File: config.mk
export PLATFORM = sky130hd
export DESIGN_NAME = log_lanes
export DESIGN_NICKNAME = d
export VERILOG_FILES = /design/src/rtl/log_lanes.sv
export SDC_FILE = /design/constraint.sdc
export NUM_CORES = 1
export LEC_CHECK = 0
export ABC_AREA = 1
export CORE_MARGIN = 2
export CORE_UTILIZATION = 45
export DETAILED_ROUTE_END_ITERATION = 8
export GPL_ROUTABILITY_DRIVEN = 0
export HOLD_SLACK_MARGIN = 0.03
export PLACE_DENSITY = 0.78
export SLEW_MARGIN = 10
export SYNTH_ARGS = -nofsm -noshare
export SYNTH_HDL_FRONTEND = slang
export SYNTH_SLANG_ARGS = --single-unit
File: constraint.sdc
create_clock -name clk -period 1.7 [get_ports clk]
set_input_delay 0.255 -clock clk [delete_from_list [all_inputs] [get_ports clk]]
set_output_delay 0.255 -clock clk [all_outputs]
set_load 0.005 [all_outputs]
File: src/rtl/log_lanes.sv
// River log lanes: per-row frame counters step each row's logs left/right with screen wrap.
// Optional LOG_LANES_SPEEDUP_EN adds level_up and a saturating speed_level that shortens every period.
module log_lanes #(
  parameter int NUM_ROWS     = 4,
  parameter int NUM_LOGS     = 1,
  parameter int SCREEN_WIDTH = 320,
  parameter int LOG_LEN      = 64
) (
  input  logic                                    clk,
  input  logic                                    reset,
`ifdef LOG_LANES_SPEEDUP_EN
  input  logic                                    level_up,
  output logic [3:0]                              speed_level,
`endif
  input  logic                                    run,
  input  logic                                    frame_tick,
  input  logic [0:NUM_ROWS-1][3:0]                row_period,
  output logic [0:NUM_ROWS-1][0:NUM_LOGS-1][9:0]  log_x,
  output logic [0:NUM_ROWS-1][0:NUM_LOGS-1][9:0]  log_width,
  output logic [0:NUM_ROWS-1]                     log_step,
  output logic [0:NUM_ROWS-1]                     log_dir
);

  localparam logic [9:0] X_MAX = 10'(SCREEN_WIDTH - 1);

  logic [3:0]                             frame_cnt_q [NUM_ROWS];
  logic [3:0]                             frame_cnt_d [NUM_ROWS];
  logic [3:0]                             period_eff  [NUM_ROWS];
  logic [0:NUM_ROWS-1]                    log_step_q, log_step_d;
  logic [0:NUM_ROWS-1][0:NUM_LOGS-1][9:0] log_x_q, log_x_d, log_x_init;

  for (genvar r = 0; r < NUM_ROWS; r++) begin : g_row
    assign log_dir[r] = 1'(r % 2);
    for (genvar i = 0; i < NUM_LOGS; i++) begin : g_log
      localparam int INIT = (i * (SCREEN_WIDTH / NUM_LOGS) + r * 16) % SCREEN_WIDTH;
      assign log_x_init[r][i] = 10'(INIT);
      assign log_width[r][i]  = 10'(LOG_LEN);
    end
  end

`ifdef LOG_LANES_SPEEDUP_EN
  logic [3:0] speed_level_q, speed_level_d;

  always_comb begin
    speed_level_d = speed_level_q;
    if (level_up && (speed_level_q != 4'd15)) speed_level_d = speed_level_q + 4'd1;
  end

  always_ff @(posedge clk) begin
    if (!reset) speed_level_q <= 4'd0;
    else        speed_level_q <= speed_level_d;
  end

  assign speed_level = speed_level_q;

  // Period shrinks by the speed level but never drops below one frame.
  always_comb begin
    for (int r = 0; r < NUM_ROWS; r++) begin
      if (row_period[r] > speed_level_q) period_eff[r] = row_period[r] - speed_level_q;
      else                               period_eff[r] = 4'd1;
    end
  end
`else
  always_comb begin
    for (int r = 0; r < NUM_ROWS; r++) begin
      period_eff[r] = (row_period[r] == 4'd0) ? 4'd1 : row_period[r];
    end
  end
`endif

  // A counter already past a newly shortened period steps on the next tick.
  always_comb begin
    log_x_d    = log_x_q;
    log_step_d = '0;
    for (int r = 0; r < NUM_ROWS; r++) begin
      frame_cnt_d[r] = frame_cnt_q[r];
      if (run && frame_tick) begin
        if (frame_cnt_q[r] >= period_eff[r] - 4'd1) begin
          frame_cnt_d[r] = 4'd0;
          log_step_d[r]  = 1'b1;
          for (int i = 0; i < NUM_LOGS; i++) begin
            if (r % 2 == 0)
              log_x_d[r][i] = (log_x_q[r][i] == X_MAX) ? 10'd0 : log_x_q[r][i] + 10'd1;
            else
              log_x_d[r][i] = (log_x_q[r][i] == 10'd0) ? X_MAX : log_x_q[r][i] - 10'd1;
          end
        end else begin
          frame_cnt_d[r] = frame_cnt_q[r] + 4'd1;
        end
      end
    end
  end

  always_ff @(posedge clk) begin
    if (!reset) begin
      for (int r = 0; r < NUM_ROWS; r++) frame_cnt_q[r] <= 4'd0;
      log_step_q <= '0;
      log_x_q    <= log_x_init;
    end else begin
      for (int r = 0; r < NUM_ROWS; r++) frame_cnt_q[r] <= frame_cnt_d[r];
      log_step_q <= log_step_d;
      log_x_q    <= log_x_d;
    end
  end

  assign log_x    = log_x_q;
  assign log_step = log_step_q;

endmodule

==> reports/results.tsv, run 1 <==
stage	metric	value	unit
cells_and_area	final_cell_area	5320	um^2
logic_synthesis	synth_top_area_share	29.8	%
timing	fmax	611	MHz
setup_path	critPathLaunch	log_x[37]$_SDFFE_PN0P_	
floorplan	rows	34	
timing	setup_tns	0	ns
drt	postRouteAntennaNets	0	
logic_synthesis	synth_ff_type	dfxtp_1	
clock_network	cts_tree	yes	
timing	rsz0062_at_grt	false	
setup_path	r2r-end	log_x[29]$_SDFFE_PN0P_	
setup_path	crit_family	buffers and inverters	
logic_synthesis	yosys_warnings	0	
floorplan	core_area	8680	um^2
setup_path	worstReg2RegStart	log_x[21]$_SDFFE_PN0P_	
cells_and_area	fillers	795	
job	maxCapViolations	0	
logic_synthesis	yosysSeqAreaShare	29.8	%
setup_path	path_cells	clkdlybuf4s50_1	
logic_synthesis	synth_edf_count	0	
floorplan	initial_utilization	46.4	%
cells_and_area	final_util	61.3	%
clock_network	h-tree-depth	3	
pwr	cellInternalPower	2400	uW
setup_path	timing.critical_path.buf_inv	1	
logic_synthesis	synth_seq_cells	60	
pwr	swShare	26.4	%
drt	avgRoutedWirePerCell	11.8	um
clock_network	cts-buffers-inserted	9	
global_route	grt_max_degree	14	
global_route	grtUsageTotal	18.9	%
setup_path	worstRegToRegCells	9	
clock_network	clkSlewWorstSetupHoldPaths	0.06	ns
global_route	met2_usage	33.4	%
floorplan	die_area	9720	um^2
global_route	busiest_layer	met2	
setup_path	worstPathRequired	1.44	ns
global_route	grt_use_met3	3.26	%
pwr	p_seq_share	44.8	%
placed_design	port_buffers	63	
logic_synthesis	synth_area	4030	um^2
clock_network	holdBufCountCts	0	
worst_hold_path	worstHoldPathType	flip-flop to flip-flop	
logic_synthesis	post-synth-top-area-cell	dfxtp_1	
cells_and_area	seqCellArea	1200	um^2
drt	first_iter_violations	158	
drt	firstDrtPassIters	4	
clock_network	clk_latency	0.33	ns
drt	drt-total-wl	9.41	mm
timing	slew_viol_final	0	
placed_design	place_hpwl	6.87	mm
global_route	grt_pass1_vias	3553	
setup_path	crit_cells	1	
outcome	outcome	completed	
drt	drc	0	
global_route	overflow	0	
placed_design	dp.cells	776	
pwr	p_clk_share	39.0	%
setup_path	cp-endpoint	log_x[37]	
global_route	grt_pass1_wl	15.3	mm
timing	finalSetupViolations	0	
pwr	p_sw	861	uW
setup_path	worstSetupPathType	flip-flop to output port	
setup_path	cp-start-kind	flip-flop	
logic_synthesis	netlist_top_cells_area	dfxtp_1, nand2_1, nand3_1	
cells_and_area	stdcell_count	798	
cells_and_area	antenna_cells	0	
timing	timing_hold_violations_final	0	
setup_path	crit_path_max_fanout	7	
drt	vias	3827	
drt	vias_per_cell	4.80	
timing	skew	0.0118	ns
clock_network	cts_root_buf	clkbuf_8	
floorplan	die_w	98.6	um
cells_and_area	multi_input_area	2550	um^2
cells_and_area	nets	727	
global_route	grt_use_met1	22.5	%
setup_path	cp_slowest_cell	clkdlybuf4s50_1	
setup_path	crit_arrival	1.38	ns
floorplan	die-height	98.6	um
logic_synthesis	avgSynthCellArea	6.92	um^2
pwr	p_comb_share	16.2	%
logic_synthesis	synth-async-reset-ratio	0	%
cells_and_area	drive_gt1_share	24.1	%
placed_design	dpl_cell_area	4850	um^2
floorplan	pin_count	108	
setup_path	worstSetupEndpointType	output port	
pwr	power_density	612	nW/um^2
cells_and_area	area_growth	32.1	%
setup_path	reg2reg_slack	0.17	ns
clock_network	clock-sinks	60	
timing	finalCriticalPeriod	1.64	ns
worst_hold_path	hp-start	log_x[0]$_SDFFE_PN0P_	
logic_synthesis	synthCells	582	
pwr	leakagePower	0.00246	uW
global_route	antenna_found_initial	0	
timing	post-route-period-util	96.3	%
pwr	ir_worst_vdd	0.000306	V
setup_path	slowest_delay	0.57	ns
clock_network	max-clock-path-buffers	2	
logic_synthesis	yosysUniqueCellTypes	39	
==> final cells by class <==
| cell class | instances | share of cell area [%] |
|---|---|---|
| inverter | 69 | 5.01 |
| tap | 108 | 2.54 |
| clock inverter | 2 | 0.659 |
| timing repair buffer | 107 | 18.3 |
| multi-input combinational | 440 | 47.9 |
| clock buffer | 12 | 2.92 |
| sequential | 60 | 22.6 |
==> routing by layer <==
metal	vias to the layer above	wire (um)
met5	-	0
met4	0	174
met3	14	364
met2	99	4820
met1	1731	4050
li1	1983	-
==> worst min path at each step <==
stage | endpoint | slack [ns] | cells past startpoint
after detailed placement | log_x[0]$_SDFFE_PN0P_ | 0.48 | 2
after global placement | log_x[28]$_SDFFE_PN0P_ | 0.48 | 2
after CTS | log_x[0]$_SDFFE_PN0P_ | 0.49 | 2
after global routing | log_x[0]$_SDFFE_PN0P_ | 0.52 | 2
after floorplan | frame_cnt_q[2][0]$_SDFFE_PN0P_ | 0.47 | 2
final | log_x[0]$_SDFFE_PN0P_ | 0.49 | 2
==> through the flow <==
stage | power [uW] | hold WS [ns] | setup WS [ns]
floorplan | 1830 | 0.469 | 0.0408
global placement | 1940 | 0.481 | -0.531
detailed placement | 1960 | 0.485 | -0.650
CTS | 3260 | 0.490 | 0.000326
global route | 3410 | 0.520 | 0.00132
finish | 3260 | 0.493 | 0.0624
==> flip-flops by register name, summed over array words and instances (netlist names) <==
| signal | flops |
|---|---|
| log_x | 40 |
| frame_cnt_q | 16 |
| log_step | 4 |
==> synthesized netlist by cell type (all sizes together) (2+ instances only) <==
cell	n
o21ai	14
buf	53
nor2	62
dfxtp	60
nand3	70
a21oi	33
o21a	2
xor2	22
inv	68
clkbuf	3
nand4	11
or2	3
ha	20
nand2	145
nor3	6
conb	2
xnor2	3
==> layout by cell type, fill, tap and decap left out, types with 3 or more instances in the layout <==
cell type / n
nand2_4: 8
inv_1: 52
o21ai_1: 4
nand3_1: 61
clkbuf_8: 11
inv_2: 14
clkbuf_2: 11
buf_12: 3
nor2_1: 52
nor2_4: 4
nor3_2: 4
nand3_2: 7
dfxtp_1: 59
nor2_2: 6
a21oi_2: 9
xor2_1: 22
xnor2_1: 3
clkdlybuf4s50_1: 47
a21oi_1: 24
buf_6: 3
nand2_2: 30
nand2_1: 107
o21ai_0: 8
ha_4: 4
buf_4: 37
conb_1: 44
nand4_1: 10
ha_1: 16
==> cell families after synthesis <==
| kind of cell | Yosys count | share of synthesized area [%] |
|---|---|---|
| compound gates | 52 | 7.05 |
| fa+ha+maj | 20 | 6.22 |
| buf+inv | 125 | 16.7 |
| flops | 60 | 29.8 |
| xor+xnor | 25 | 5.44 |
| other cells | 2 | 0.187 |
| simple gates | 298 | 34.5 |
==> power by group through the flow <==
stage	clock network, uW	registers, uW	logic [uW]
final	1270	1460	528
after global routing	1360	1460	585
after CTS	1310	1460	497
after detailed placement	0	1490	468
after global placement	0	1490	451
after floorplan	0	1490	346
==> what timing repair did <==
action                                  in CTS  in global routing
endpoints found under the setup margin      56                 53
buffers inserted                             4                  2
gates cloned                                 1                  1
pin swaps                                   17                 25
resized for setup                           48                 64
No activity file was read; power rests on OpenSTA's default activity.
==> run 2: changes to the inputs <==
--- a/config.mk
+++ b/config.mk
@@ -6,12 +6,14 @@
 export NUM_CORES = 1
 export LEC_CHECK = 0
 export ABC_AREA = 1
+export CELL_PAD_IN_SITES_DETAIL_PLACEMENT = 1
+export CELL_PAD_IN_SITES_GLOBAL_PLACEMENT = 1
 export CORE_MARGIN = 2
-export CORE_UTILIZATION = 45
+export CORE_UTILIZATION = 31
 export DETAILED_ROUTE_END_ITERATION = 8
 export GPL_ROUTABILITY_DRIVEN = 0
 export HOLD_SLACK_MARGIN = 0.03
-export PLACE_DENSITY = 0.78
+export PLACE_DENSITY_LB_ADDON = 0.1
 export SLEW_MARGIN = 10
 export SYNTH_ARGS = -nofsm -noshare
 export SYNTH_HDL_FRONTEND = slang
==> run 2 against run 1 <==
Compared with the run above: utilization down 17 points; sequential cell count unchanged; clock power up 53%; highest routed layer unchanged; clock-buffer cell count down 1; combinational power up 3%; via count up 3.0%; routed wire length up 16%; global-route usage down 3.1 points; worst hold slack better by 0.0058 ns; design area up 5.0%; sequential share of layout area down 1.1 points; sequential power about the same.
==> reports/results.tsv, run 2 (synthesis results as in run 1) <==
stage	metric	value	unit	change
placed_design	pre_cts_ws	-0.677	ns	-0.0271 ns
setup_path	worstSetupEndpointType	output port		
clock_network	cts-buffers-inserted	9		unchanged
floorplan	die_w	118	um	+20%
cells_and_area	largest_reg_flops	40		unchanged
cells_and_area	nets	731		+0.55%
global_route	grt_pass1_vias	4003		+13%
floorplan	core_area	12700	um^2	+46%
drt	first_iter_violations	109		-31%
setup_path	slowest_delay	0.56	ns	about the same
floorplan	rows	41		+21%
timing	fmax	618	MHz	+1.2%
timing	post-route-period-util	95.1	%	-1.2 points
timing	rsz0062_at_grt	true		
global_route	grtUsageTotal	15.8	%	-3.1 points
drt	postRouteAntennaNets	0		unchanged
timing	setup_tns	0	ns	unchanged
floorplan	die_area	13900	um^2	+43%
global_route	grt_pass1_wl	18.3	mm	+20%
timing	slew_viol_final	0		unchanged
drt	vias	3942		+3.0%
timing	setup_slack	0.0826	ns	+0.0202 ns
timing	finalSetupViolations	0		unchanged
placed_design	dpl_cell_area	4970	um^2	+2.5%
timing	timing_hold_violations_final	0		unchanged
drt	drc	0		unchanged
drt	vias_per_cell	4.54		-5.3%
drt	firstDrtPassIters	4		unchanged
pwr	power_density	707	nW/um^2	+15%
floorplan	pin_count	108		unchanged
cells_and_area	final_cell_mix	nand2_1, nand3_1, dfxtp_1		
global_route	antenna_found_initial	0		unchanged
setup_path	cp_slowest_cell	clkdlybuf4s50_1		
cells_and_area	antenna_cells	0		unchanged
timing	finalCriticalPeriod	1.62	ns	-0.0202 ns
setup_path	crit_family	buffers and inverters		
clock_network	clkSlewWorstSetupHoldPaths	0.05	ns	about the same
setup_path	crit_arrival	1.36	ns	-0.02 ns
clock_network	cts_root_buf	clkbuf_16		
clock_network	max-clock-path-buffers	2		unchanged
setup_path	cp-start-kind	flip-flop		
cells_and_area	area_growth	38.6	%	
placed_design	place_hpwl	8.27	mm	+20%
setup_path	worstSetupPathType	flip-flop to output port		
drt	avgRoutedWirePerCell	12.6	um	+6.8%
global_route	grt_max_degree	32		+18
clock_network	h-tree-depth	3		unchanged
clock_network	clock-sinks	60		unchanged
floorplan	die-height	118	um	+20%
pwr	leakagePower	0.00256	uW	+3.9%
outcome	outcome	completed		
timing	skew	0.00667	ns	-0.00513 ns
setup_path	timing.critical_path.buf_inv	1		unchanged
setup_path	path_cells	clkdlybuf4s50_1		
cells_and_area	final_cell_area	5580	um^2	+5.0%
floorplan	initial_utilization	31.8	%	-15 points
job	maxCapViolations	0		unchanged
cells_and_area	layout.cells.most_common	nand2_1		
placed_design	port_buffers	63		unchanged
global_route	overflow	0		unchanged
worst_hold_path	worstHoldPathType	flip-flop to flip-flop		
cells_and_area	fillers	1627		+100%
pwr	ir_worst_vdd	0.000398	V	+30%
setup_path	worstPathRequired	1.44	ns	about the same
clock_network	clk_latency	0.32	ns	about the same
drt	drt-total-wl	10.9	mm	+16%
clock_network	cts_tree	yes		
setup_path	crit_path_max_fanout	7		unchanged
cells_and_area	drive_gt1_share	23.4	%	-0.64 points
==> run 2: cell types whose count changed in the layout (fill, tap and decap cells not counted), sizes merged, moves of 2 or more <==
cell,change
buf,+6
clkbuf,-5
clkinv,+2
dlygate4sd2,+2
==> run 2: what timing repair did <==
action,4_1_cts,5_1_grt
hold buffers,0,0
endpoints found under the setup margin,59,55
resized for setup,56,54
pin swaps,15,14
cloned,2,0
setup buffers,6,2
==> run 2: worst paths after layout <==
path | depth (start not counted) | startpoint | slack (ns) | to
setup / recovery | 1 | log_x[36]$_SDFFE_PN0P_ | 0.08 | log_x[36]
hold / removal | 2 | frame_cnt_q[2][0]$_SDFFE_PN0P_ | 0.50 | frame_cnt_q[2][0]$_SDFFE_PN0P_
setup reg to reg | 9 | log_x[21]$_SDFFE_PN0P_ | 0.14 | log_x[29]$_SDFFE_PN0P_
hold reg to reg | 2 | frame_cnt_q[2][0]$_SDFFE_PN0P_ | 0.50 | frame_cnt_q[2][0]$_SDFFE_PN0P_
==> run 2: cell type report <==
type	count	area [um^2]	area share, %
repair buffers	111	1050	18.9
clock buffers	11	243	4.35
multi-input cells	440	2530	45.3
flip-flops and latches	60	1200	21.5
well taps	172	215	3.86
clock inverters	5	75.1	1.34
inverters	69	267	4.77
==> run 2: metrics by stage <==
stage | hold slack (ns) | total power (uW) | std cells | utilization, %
2_1_floorplan | 0.469 | 1830 | 624 | -
3_3_place_gp | 0.485 | 1960 | 842 | 39.2
3_5_place_dp | 0.494 | 1980 | 842 | 39.2
4_1_cts | 0.500 | 3970 | 866 | 43.5
5_1_grt | 0.514 | 4130 | 868 | 44.1
6_report | 0.499 | 3950 | 868 | 44.1
==> run 2: metal layers <==
| metal | GRT usage [%] | part of all wire [%] | vias up |
|---|---|---|---|
| li1 | - | - | 1995 |
| met4 | 4.82 | 1.3 | 0 |
| met1 | 18.6 | 44 | 1875 |
| met2 | 29.4 | 51 | 60 |
| met5 | 0 | 0 | - |
| met3 | 2.18 | 2.9 | 12 |
==> run 2: worst reg2reg max path: cells and delay by family (launching register included) <==
family | cells | cell delay, ns
simple gates | 5 | 0.56
buf+inv | 2 | 0.21
flops | 1 | 0.39
compound gates | 1 | 0.14
fa+ha+maj | 1 | 0.20
==> run 2: power by group <==
group          internal, uW  switching (uW)
Combinational           234             308
Clock                  1310             629
Sequential             1430            29.5
==> run 3: changes to the inputs <==
==> config.mk (replaced) <==
export PLATFORM = sky130hd
export DESIGN_NAME = log_lanes
export DESIGN_NICKNAME = d
export VERILOG_FILES = /design/src/rtl/log_lanes.sv
export SDC_FILE = /design/constraint.sdc
export NUM_CORES = 1
export LEC_CHECK = 0
export ABC_AREA = 1
export CORE_MARGIN = 2
export CORE_UTILIZATION = 45
export DETAILED_ROUTE_END_ITERATION = 8
export GPL_ROUTABILITY_DRIVEN = 0
export HOLD_SLACK_MARGIN = 0.03
export PLACE_DENSITY = 0.78
export SLEW_MARGIN = 10
export SYNTH_ARGS = -nofsm -noshare
export SYNTH_HDL_FRONTEND = slang
export SYNTH_SLANG_ARGS = --single-unit
==> results of run 3 <==
Final layout, timing and power as in run 1 (identical DEF).
